`src/rtl/alarm_clock_pkg.sv`:
```
// Shared mode encoding and BCD digit limits for the alarm-clock controller.
package alarm_clock_pkg;

  typedef enum logic [1:0] {
    ModeRun      = 2'b00,
    ModeSetTime  = 2'b01,
    ModeSetAlarm = 2'b10
  } mode_e;

  localparam logic [3:0] HourTensMax  = 4'd2;
  localparam logic [3:0] HourUnitsMax = 4'd3;
  localparam logic [3:0] MinTensMax   = 4'd5;
  localparam logic [3:0] MinUnitsMax  = 4'd9;

endpackage

```
`src/rtl/bcd_hhmm_inc.sv`:
```
// Combinational BCD HH:MM incrementer; minute rollover carries into the hour only when carry_en.
module bcd_hhmm_inc
  import alarm_clock_pkg::*;
(
  input  logic [15:0] time_in,
  input  logic        inc_min,
  input  logic        inc_hour,
  input  logic        carry_en,
  output logic [15:0] time_out
);

  logic [3:0] hour_tens, hour_units, min_tens, min_units;
  logic       min_wrap;
  logic       hour_step;

  always_comb begin
    {hour_tens, hour_units, min_tens, min_units} = time_in;
    min_wrap  = (min_tens == MinTensMax) && (min_units == MinUnitsMax);
    hour_step = inc_hour | (inc_min & carry_en & min_wrap);

    if (inc_min) begin
      if (min_units == MinUnitsMax) begin
        min_units = 4'd0;
        min_tens  = (min_tens == MinTensMax) ? 4'd0 : min_tens + 4'd1;
      end else begin
        min_units = min_units + 4'd1;
      end
    end

    if (hour_step) begin
      if ((hour_tens == HourTensMax) && (hour_units == HourUnitsMax)) begin
        hour_tens  = 4'd0;
        hour_units = 4'd0;
      end else if (hour_units == 4'd9) begin
        hour_units = 4'd0;
        hour_tens  = hour_tens + 4'd1;
      end else begin
        hour_units = hour_units + 4'd1;
      end
    end

    time_out = {hour_tens, hour_units, min_tens, min_units};
  end

endmodule

```
`src/rtl/alarm_clock_ctrl.sv`:
```
// Alarm-clock mode FSM, minute prescaler and time/alarm registers.
// Optional build macro AUTO_REPEAT_EN adds hold-to-repeat on hour_btn/min_btn.
module alarm_clock_ctrl
  import alarm_clock_pkg::*;
#(
  parameter int unsigned  TICKS_PER_MIN = 6000,
  parameter logic [15:0]  RESET_TIME    = 16'h1200,
  parameter logic [15:0]  RESET_ALARM   = 16'h0600,
  parameter int unsigned  REPEAT_DELAY  = 500,
  parameter int unsigned  REPEAT_PERIOD = 100
) (
  input  logic        clk,
  input  logic        reset,
  input  logic        set_time_btn,
  input  logic        set_alarm_btn,
  input  logic        hour_btn,
  input  logic        min_btn,
  output logic [15:0] current_time,
  output logic [15:0] alarm_time,
  output logic        show_alarm,
  output logic        one_minute,
  output logic [1:0]  mode
);

  localparam int unsigned PreW = $clog2(TICKS_PER_MIN);
  localparam logic [PreW-1:0] PreLast = PreW'(TICKS_PER_MIN - 1);

  if (TICKS_PER_MIN < 2 || REPEAT_DELAY == 0 || REPEAT_PERIOD == 0) begin : g_bad_param
    $error("alarm_clock_ctrl: TICKS_PER_MIN must be >= 2 and repeat timings non-zero");
  end

  mode_e            mode_q, mode_d;
  logic [PreW-1:0]  prescaler_q, prescaler_d;
  logic [15:0]      current_time_q, current_time_d;
  logic [15:0]      alarm_time_q, alarm_time_d;
  logic             show_alarm_q, one_minute_q;
  logic [3:0]       btn, btn_q, btn_ev;
  logic [1:0]       rpt_ev, fld_ev;
  logic             tick;
  logic             in_set_time, in_set_alarm;

  // Bit order: {set_time, set_alarm, hour, min}
  assign btn    = {set_time_btn, set_alarm_btn, hour_btn, min_btn};
  assign btn_ev = btn & ~btn_q;
  assign fld_ev = btn_ev[1:0] | rpt_ev;

  assign in_set_time  = (mode_q == ModeSetTime);
  assign in_set_alarm = (mode_q == ModeSetAlarm);

  always_comb begin
    mode_d = mode_q;
    unique case (mode_q)
      ModeRun: begin
        if (btn_ev[3])      mode_d = ModeSetTime;
        else if (btn_ev[2]) mode_d = ModeSetAlarm;
      end
      ModeSetTime:  if (btn_ev[3]) mode_d = ModeRun;
      ModeSetAlarm: if (btn_ev[2]) mode_d = ModeRun;
      default:      mode_d = ModeRun;
    endcase
  end

  // Holding at 0 on entry and exit guarantees a full minute after leaving SET_TIME.
  assign tick = !in_set_time && (prescaler_q == PreLast);

  always_comb begin
    prescaler_d = prescaler_q + PreW'(1);
    if (in_set_time || (mode_d == ModeSetTime) || tick) prescaler_d = '0;
  end

  bcd_hhmm_inc u_time_inc (
    .time_in  (current_time_q),
    .inc_min  (in_set_time ? fld_ev[0] : tick),
    .inc_hour (in_set_time & fld_ev[1]),
    .carry_en (!in_set_time),
    .time_out (current_time_d)
  );

  bcd_hhmm_inc u_alarm_inc (
    .time_in  (alarm_time_q),
    .inc_min  (in_set_alarm & fld_ev[0]),
    .inc_hour (in_set_alarm & fld_ev[1]),
    .carry_en (1'b0),
    .time_out (alarm_time_d)
  );

`ifdef AUTO_REPEAT_EN
  logic [1:0][31:0] rpt_cnt_q, rpt_cnt_d;
  logic [1:0]       rpt_phase_q, rpt_phase_d;

  // rpt_cnt counts cycles since the last event; phase selects delay vs. period.
  always_comb begin
    rpt_cnt_d   = rpt_cnt_q;
    rpt_phase_d = rpt_phase_q;
    rpt_ev      = '0;
    for (int i = 0; i < 2; i++) begin
      if (!btn[i] || (mode_d != mode_q)) begin
        rpt_cnt_d[i]   = '0;
        rpt_phase_d[i] = 1'b0;
      end else if (btn_ev[i]) begin
        rpt_cnt_d[i]   = 32'd1;
        rpt_phase_d[i] = 1'b0;
      end else if (rpt_cnt_q[i] != '0 &&
                   rpt_cnt_q[i] == (rpt_phase_q[i] ? 32'(REPEAT_PERIOD) : 32'(REPEAT_DELAY))) begin
        rpt_ev[i]      = 1'b1;
        rpt_cnt_d[i]   = 32'd1;
        rpt_phase_d[i] = 1'b1;
      end else if (rpt_cnt_q[i] != '0) begin
        rpt_cnt_d[i] = rpt_cnt_q[i] + 32'd1;
      end
    end
  end

  always_ff @(posedge clk or negedge reset) begin
    if (!reset) begin
      rpt_cnt_q   <= '0;
      rpt_phase_q <= '0;
    end else begin
      rpt_cnt_q   <= rpt_cnt_d;
      rpt_phase_q <= rpt_phase_d;
    end
  end
`else
  assign rpt_ev = '0;
`endif

  always_ff @(posedge clk or negedge reset) begin
    if (!reset) begin
      mode_q         <= ModeRun;
      prescaler_q    <= '0;
      current_time_q <= RESET_TIME;
      alarm_time_q   <= RESET_ALARM;
      show_alarm_q   <= 1'b0;
      one_minute_q   <= 1'b0;
      btn_q          <= '0;
    end else begin
      mode_q         <= mode_d;
      prescaler_q    <= prescaler_d;
      current_time_q <= current_time_d;
      alarm_time_q   <= alarm_time_d;
      show_alarm_q   <= (mode_d == ModeSetAlarm);
      one_minute_q   <= tick;
      btn_q          <= btn;
    end
  end

  assign current_time = current_time_q;
  assign alarm_time   = alarm_time_q;
  assign show_alarm   = show_alarm_q;
  assign one_minute   = one_minute_q;
  assign mode         = mode_q;

endmodule

```
`config.mk`:
```
export PLATFORM = sky130hd
export DESIGN_NAME = alarm_clock_ctrl
export DESIGN_NICKNAME = d
export VERILOG_FILES = /design/src/rtl/alarm_clock_pkg.sv /design/src/rtl/bcd_hhmm_inc.sv /design/src/rtl/alarm_clock_ctrl.sv
export SDC_FILE = /design/constraint.sdc
export NUM_CORES = 1
export LEC_CHECK = 0
export CAP_MARGIN = 25
export CORE_MARGIN = 3
export CORE_UTILIZATION = 53
export DETAILED_ROUTE_END_ITERATION = 10
export HOLD_SLACK_MARGIN = 0.02
export PLACE_DENSITY_LB_ADDON = 0.25
export SKIP_LAST_GASP = 1
export SYNTH_ARGS = -nofsm -noshare
export SYNTH_HDL_FRONTEND = slang
export SYNTH_HIERARCHICAL = 1
export SYNTH_SLANG_ARGS = --single-unit
```
`constraint.sdc`:
```
create_clock -name clk -period 2.5 [get_ports clk]
set_input_delay 0.5 -clock clk [delete_from_list [all_inputs] [get_ports clk]]
set_output_delay 0.5 -clock clk [all_outputs]
set_load 0.03 [all_outputs]
```
==> flow_metrics.tcl, run 1 <==
set metrics [dict create \
    seqPwrFrac_pct 44.5 \
    yosysMostFrequentCell "dfrtp_1" \
    grtUsageMet2_pct 27.8 \
    multi_input_area_sq_mm 0.00123 \
    grt-busiest-layer "met2" \
    met3_usage_pct 4.26 \
    p_switching_uw 1180 \
    status "finished clean" \
    via_per_inst 5.19 \
    grt_pass1_vias 1777 \
    grt_max_degree 54 \
    cts.sinks 53 \
    synth-seq-cells 53 \
    die_y_microns 76.1 \
    leakage_uw 0.00133 \
    grt_usage_pct 17.7 \
    p_int_uw 1790 \
    hp-class "input port to async pin" \
    slew_violations 0 \
    synth-edff-count 0 \
    cp_max_fo 10 \
    wirelength_mm 4.58 \
    drv_cap 0 \
    wl_per_cell_microns 12.8 \
    num_antenna_cells 0 \
    reg2reg_slack_ns 0.22 \
    setup_tns_ns 0 \
    yosysSeqAreaShare_pct 51.1 \
    fin_crit_sh_pct 91.1 \
    antenna_found_initial 0 \
    period_needed_ns 2.28 \
    ff_latch_area_sq_mm 0.00133 \
    worstPathRequired_ns 2.70 \
    grt_setup_unrepaired "no" \
    start_util_pct 57.4 \
    yosysTopAreaCell "dfrtp_1" \
    reg2reg_from "prescaler_q[4]" \
    grt.overflow.total 0 \
    areaGrowthSynthToFinish_pct 24.0 \
    clockBufferDepth 2 \
    cts_tree "built" \
    setup_viol 0 \
    drcViolationCount 0 \
    fmax_mhz 439 \
    synth_area_sq_mm 0.00260 \
    power_density_mw_per_mm2 921 \
    syn_nets 249 \
    dp_worst_setup_slack_ns 0.150 \
    start_kind "flip-flop" \
    cts_buffers 5 \
    vdd_drop_max_mv 0.529 \
    ys.flop_type "dfrtp_1" \
    die_x_microns 76.1 \
    post-dp-hpwl_mm 3.30 \
    synth_warnings 6 \
    clkPwrFrac_pct 15.4 \
    first_pass_iters 5 \
    netlist_top_cells_area "dfrtp_1, xnor2_1, dfstp_2" \
    avgSynthCellArea_sq_um 10.9 \
    fin_nets 302 \
    setup_ws_ns 0.223 \
    use_met1_pct 24.6 \
    dieArea_sq_mm 0.00579 \
    drive_gt1_share_pct 14.4 \
    vias 1853 \
    synthArstFlopShare_pct 100 \
    cts-htree-levels 2 \
    reg2reg_to "current_time[11]" \
    ios 42 \
    fin_skew_ns 0.00721 \
    rr_worst_depth 8 \
    ys_types 41 \
    core_sq_mm 0.00453 \
    clk_latency_ns 0.30 \
    root_buffer "clkbuf_8" \
    io_buffers 41 \
    end_kind "flip-flop" \
    finalPower_uw 2980 \
    tightest_slew_ns 0.831 \
    postSynthCellCount 238 \
    fillCellCount 326 \
    crit_type "flip-flop to flip-flop" \
    maxSlewHeadroom_pct 44.6 \
    power.share.combinational_pct 40.2 \
    ant_nets 0 \
    synth_top_area_share_pct 47.1 \
    globalplace.congestion 0.778 \
    clk_pin_slew_ns 0.09 \
    grt_pass1_wl_mm 8.40 \
    swShare_pct 39.7 \
    synth_common_cells "dfrtp_1, nor2_1, xnor2_1" \
    drtIter0Drc 93 \
    rows 24 \
    hold_violations 0 \
    cts_setup_buffers 0 \
    worstPathArrival_ns 2.48 \
]
-- worst max-delay path, stage by stage (launching register included) --
cell      delay, ns
dfrtp_1        0.45
nor4b_2        0.26
nand4_1        0.17
nor3_2         0.22
o21bai_1       0.18
and3_4         0.24
a41oi_4        0.19
a21o_2         0.24
a22o_1         0.23
-- what timing repair did --
item,in CTS,in global routing
endpoints found under the hold margin,0,0
gates resized for setup,0,2
hold buffers,0,0
setup endpoints to repair,0,6
-- power by group through the flow --
stage | clock network, uW | logic (uW) | registers (uW)
2_1_floorplan | 0 | 457 | 1610
3_5_place_dp | 0 | 1200 | 1340
5_1_grt | 520 | 1290 | 1370
3_3_place_gp | 0 | 1180 | 1330
4_1_cts | 472 | 1210 | 1320
6_report | 458 | 1190 | 1320
-- registers in the layout, summed over array words and instances (netlist names) --
name	flops
current_time	16
mode	2
prescaler_q	13
btn_q	4
one_minute	1
alarm_time	16
show_alarm	1
-- area by class of cell --
| class | instances | share of cell area (%) |
|---|---|---|
| Clock buffer | 6 | 2.25 |
| Clock inverter | 2 | 0.310 |
| Inverter | 11 | 1.28 |
| Multi-Input combinational cell | 173 | 38.1 |
| Sequential cell | 53 | 41.2 |
| Tap cell | 65 | 2.52 |
| Timing Repair Buffer | 47 | 14.3 |
-- metrics by stage --
stage | cell area [sq um] | hold slack [ns] | cells | util (%)
global route | 3230 | 0.185 | 357 | 71.2
global placement | 3140 | 0.483 | 349 | 69.2
floorplan | 2600 | 0.204 | 238 | -
finish | 3230 | 0.172 | 357 | 71.2
detailed placement | 3140 | 0.489 | 349 | 69.2
CTS | 3220 | 0.184 | 357 | 71.0
-- how the worst max path moves through the flow --
stage,startpoint,depth (start not counted),slack [ns],to
6_report,prescaler_q[4],8,0.22,current_time[11]
4_1_cts,prescaler_q[4],8,0.14,current_time[11]
3_3_place_gp,min_btn,7,0.25,current_time[10]
3_5_place_dp,prescaler_q[4],8,0.15,current_time[11]
2_1_floorplan,mode[0],8,0.15,current_time[10]
5_1_grt,prescaler_q[4],8,0.03,current_time[11]
-- per-layer routing --
metal / wire length (microns) / vias up
met5: 0 / -
met4: 59 / 0
met3: 205 / 5
met2: 2090 / 39
met1: 2220 / 888
li1: - / 921
-- cell families (layout without fill, tap and decap cells) --
group	count (synthesis)	in the layout	share of synthesized area, %
flops	53	53	51.1
fa+ha+maj	5	5	2.40
simple gates	100	100	22.2
xor+xnor	26	26	8.75
mux	6	6	2.79
buf+inv	12	66	2.02
compound gates	35	35	10.5
other cells	1	1	0.144
-- placed cells by master (no fill, tap or decap), types with 3 or more instances in the layout --
cell type / count
dfrtp_1: 49
clkdlybuf4s50_1: 40
nor2_1: 28
xnor2_1: 16
o21ai_0: 12
nand2_1: 11
inv_1: 11
xor2_1: 10
nand3_1: 9
nand2b_1: 8
nor3_1: 8
nand4_1: 6
nor2b_1: 6
a21oi_1: 5
ha_1: 5
clkbuf_8: 5
buf_4: 5
dfstp_2: 4
a21o_2: 4
nor3b_1: 4
o21bai_1: 3
(Power assumes the default switching activity.)
==> inputs of run 2 (changes only) <==
- SKIP_LAST_GASP: 1 -> unset
==> results of run 2 <==
Same layout as run 1: the final DEF is identical, and so are final timing and power.
==> inputs of run 3 (changes only) <==
- CORE_UTILIZATION: 53 -> 62
- DONT_BUFFER_PORTS: unset -> 1
==> flow_metrics.tcl, run 3 (synthesis results as in run 1) <==
set metrics [dict create \
    status "finished clean" \
    grt_usage_pct 20.0 \
    fin_crit_sh_pct 91.5 \
    cts_setup_buffers 0 \
    cts_tree "built" \
    post-dp-hpwl_mm 3.15 \
    num_antenna_cells 0 \
    cts-htree-levels 2 \
    ios 42 \
    antenna_found_initial 0 \
    start_util_pct 67.6 \
    final_area_sq_mm 0.00287 \
    worstPathRequired_ns 2.69 \
    first_pass_iters 4 \
    worstPathArrival_ns 2.48 \
    grt_pass1_wl_mm 8.06 \
    via_per_inst 5.75 \
    slew_violations 0 \
    grt_pass1_vias 1706 \
    die_x_microns 70.8 \
    cts.sinks 53 \
    vias 1737 \
    die_y_microns 70.8 \
    layout_commonest_cell "dfrtp_1" \
    rows 22 \
    ant_nets 0 \
    clockBufferDepth 2 \
    end_kind "flip-flop" \
    finalNonFillerCells 302 \
    leakage_uw 0.00122 \
    clk_latency_ns 0.30 \
    wl_per_cell_microns 15.3 \
    final_cell_mix "dfrtp_1, nor2_1, xnor2_1" \
    drv_cap 0 \
    crit_buf_inv 0 \
    grt.overflow.total 0 \
    vdd_drop_max_mv 0.700 \
    wirelength_mm 4.62 \
    cts_buffers 5 \
    crit_slowest_cell "dfrtp_1" \
    globalplace.congestion 0.741 \
    core_sq_mm 0.00385 \
    power_density_mw_per_mm2 985 \
    start_kind "flip-flop" \
    hold_violations 0 \
    critical_path.cell_chain "nor4b_2 > nand4_1 > nor3_2 > o21bai_1 > and3_1 > a41oi_4 > nor2_2 > mux2_4" \
    io_buffers 0 \
    drtIter0Drc 95 \
    fmax_mhz 437 \
    root_buffer "clkbuf_8" \
    final_core_util_pct 74.4 \
    fin_nets 264 \
    critPathMaxStageDelay_ns 0.45 \
    placed_cells 291 \
    crit_type "flip-flop to flip-flop" \
    crit_family "simple AND/OR/NAND/NOR gates" \
    fin_skew_ns 0.0103 \
    clk_pin_slew_ns 0.09 \
    cp_max_fo 10 \
    setup_tns_ns 0 \
    setup_ws_ns 0.212 \
    dpl-instance-area_sq_mm 0.00270 \
    dieArea_sq_mm 0.00501 \
    drcViolationCount 0 \
    grt_setup_unrepaired "no" \
    dp_worst_setup_slack_ns 0.130 \
    grt_max_degree 50 \
    setup_viol 0 \
    hp-class "input port to async pin" \
    drive_gt1_share_pct 16.1 \
    period_needed_ns 2.29 \
    areaGrowthSynthToFinish_pct 10.1 \
]
## run 3: final cells by class
class | instances | area, sq um
clock buffer | 7 | 86.3
tap | 48 | 60.1
timing repair buffer | 9 | 92.6
multi-input combinational | 173 | 1220
fill | 285 | 987
clock inverter | 1 | 30.0
sequential | 53 | 1330
inverter | 11 | 41.3
## run 3: layer usage
metal,global-route usage (%),vias up,part of all wire (%)
met3,6.25,8,6.8
met1,27.5,836,47
met4,6.89,0,2.0
met5,0,-,0
li1,-,849,-
met2,30.2,44,44
## run 3: where the power goes
part / internal [uW] / total (uW) / switching [uW]
registers: 1050 / 1620 / 564
logic: 303 / 619 / 316
clock network: 326 / 587 / 260
## run 3: timing repair
action                                  4_1_cts  5_1_grt
endpoints found under the setup margin        0        5
endpoints found under the hold margin        49        2
hold buffers                                  2        1
gates resized for setup                       0        1
## run 3: per-stage QoR
step | power (uW) | hold slack (ns)
after CTS | 2850 | 0.0209
after detailed placement | 2230 | 0.206
after global routing | 3010 | 0.0311
after global placement | 2210 | 0.205
final | 2820 | 0.0241
after floorplan | 2060 | 0.204
## run 3: path summary, 6_finish.rpt
check,from,to,slack [ns],cells past startpoint
worst max-delay path,prescaler_q[4],current_time[10],0.21,8
worst min-delay path,reset,alarm_time[6],0.02,1
worst max register to register,prescaler_q[4],current_time[10],0.21,8
worst min register to register,prescaler_q[0],prescaler_q[0],0.51,1
max in group asynchronous,reset,current_time[9],1.79,1
min in group clk,hour_btn,btn_q[1],0.22,0
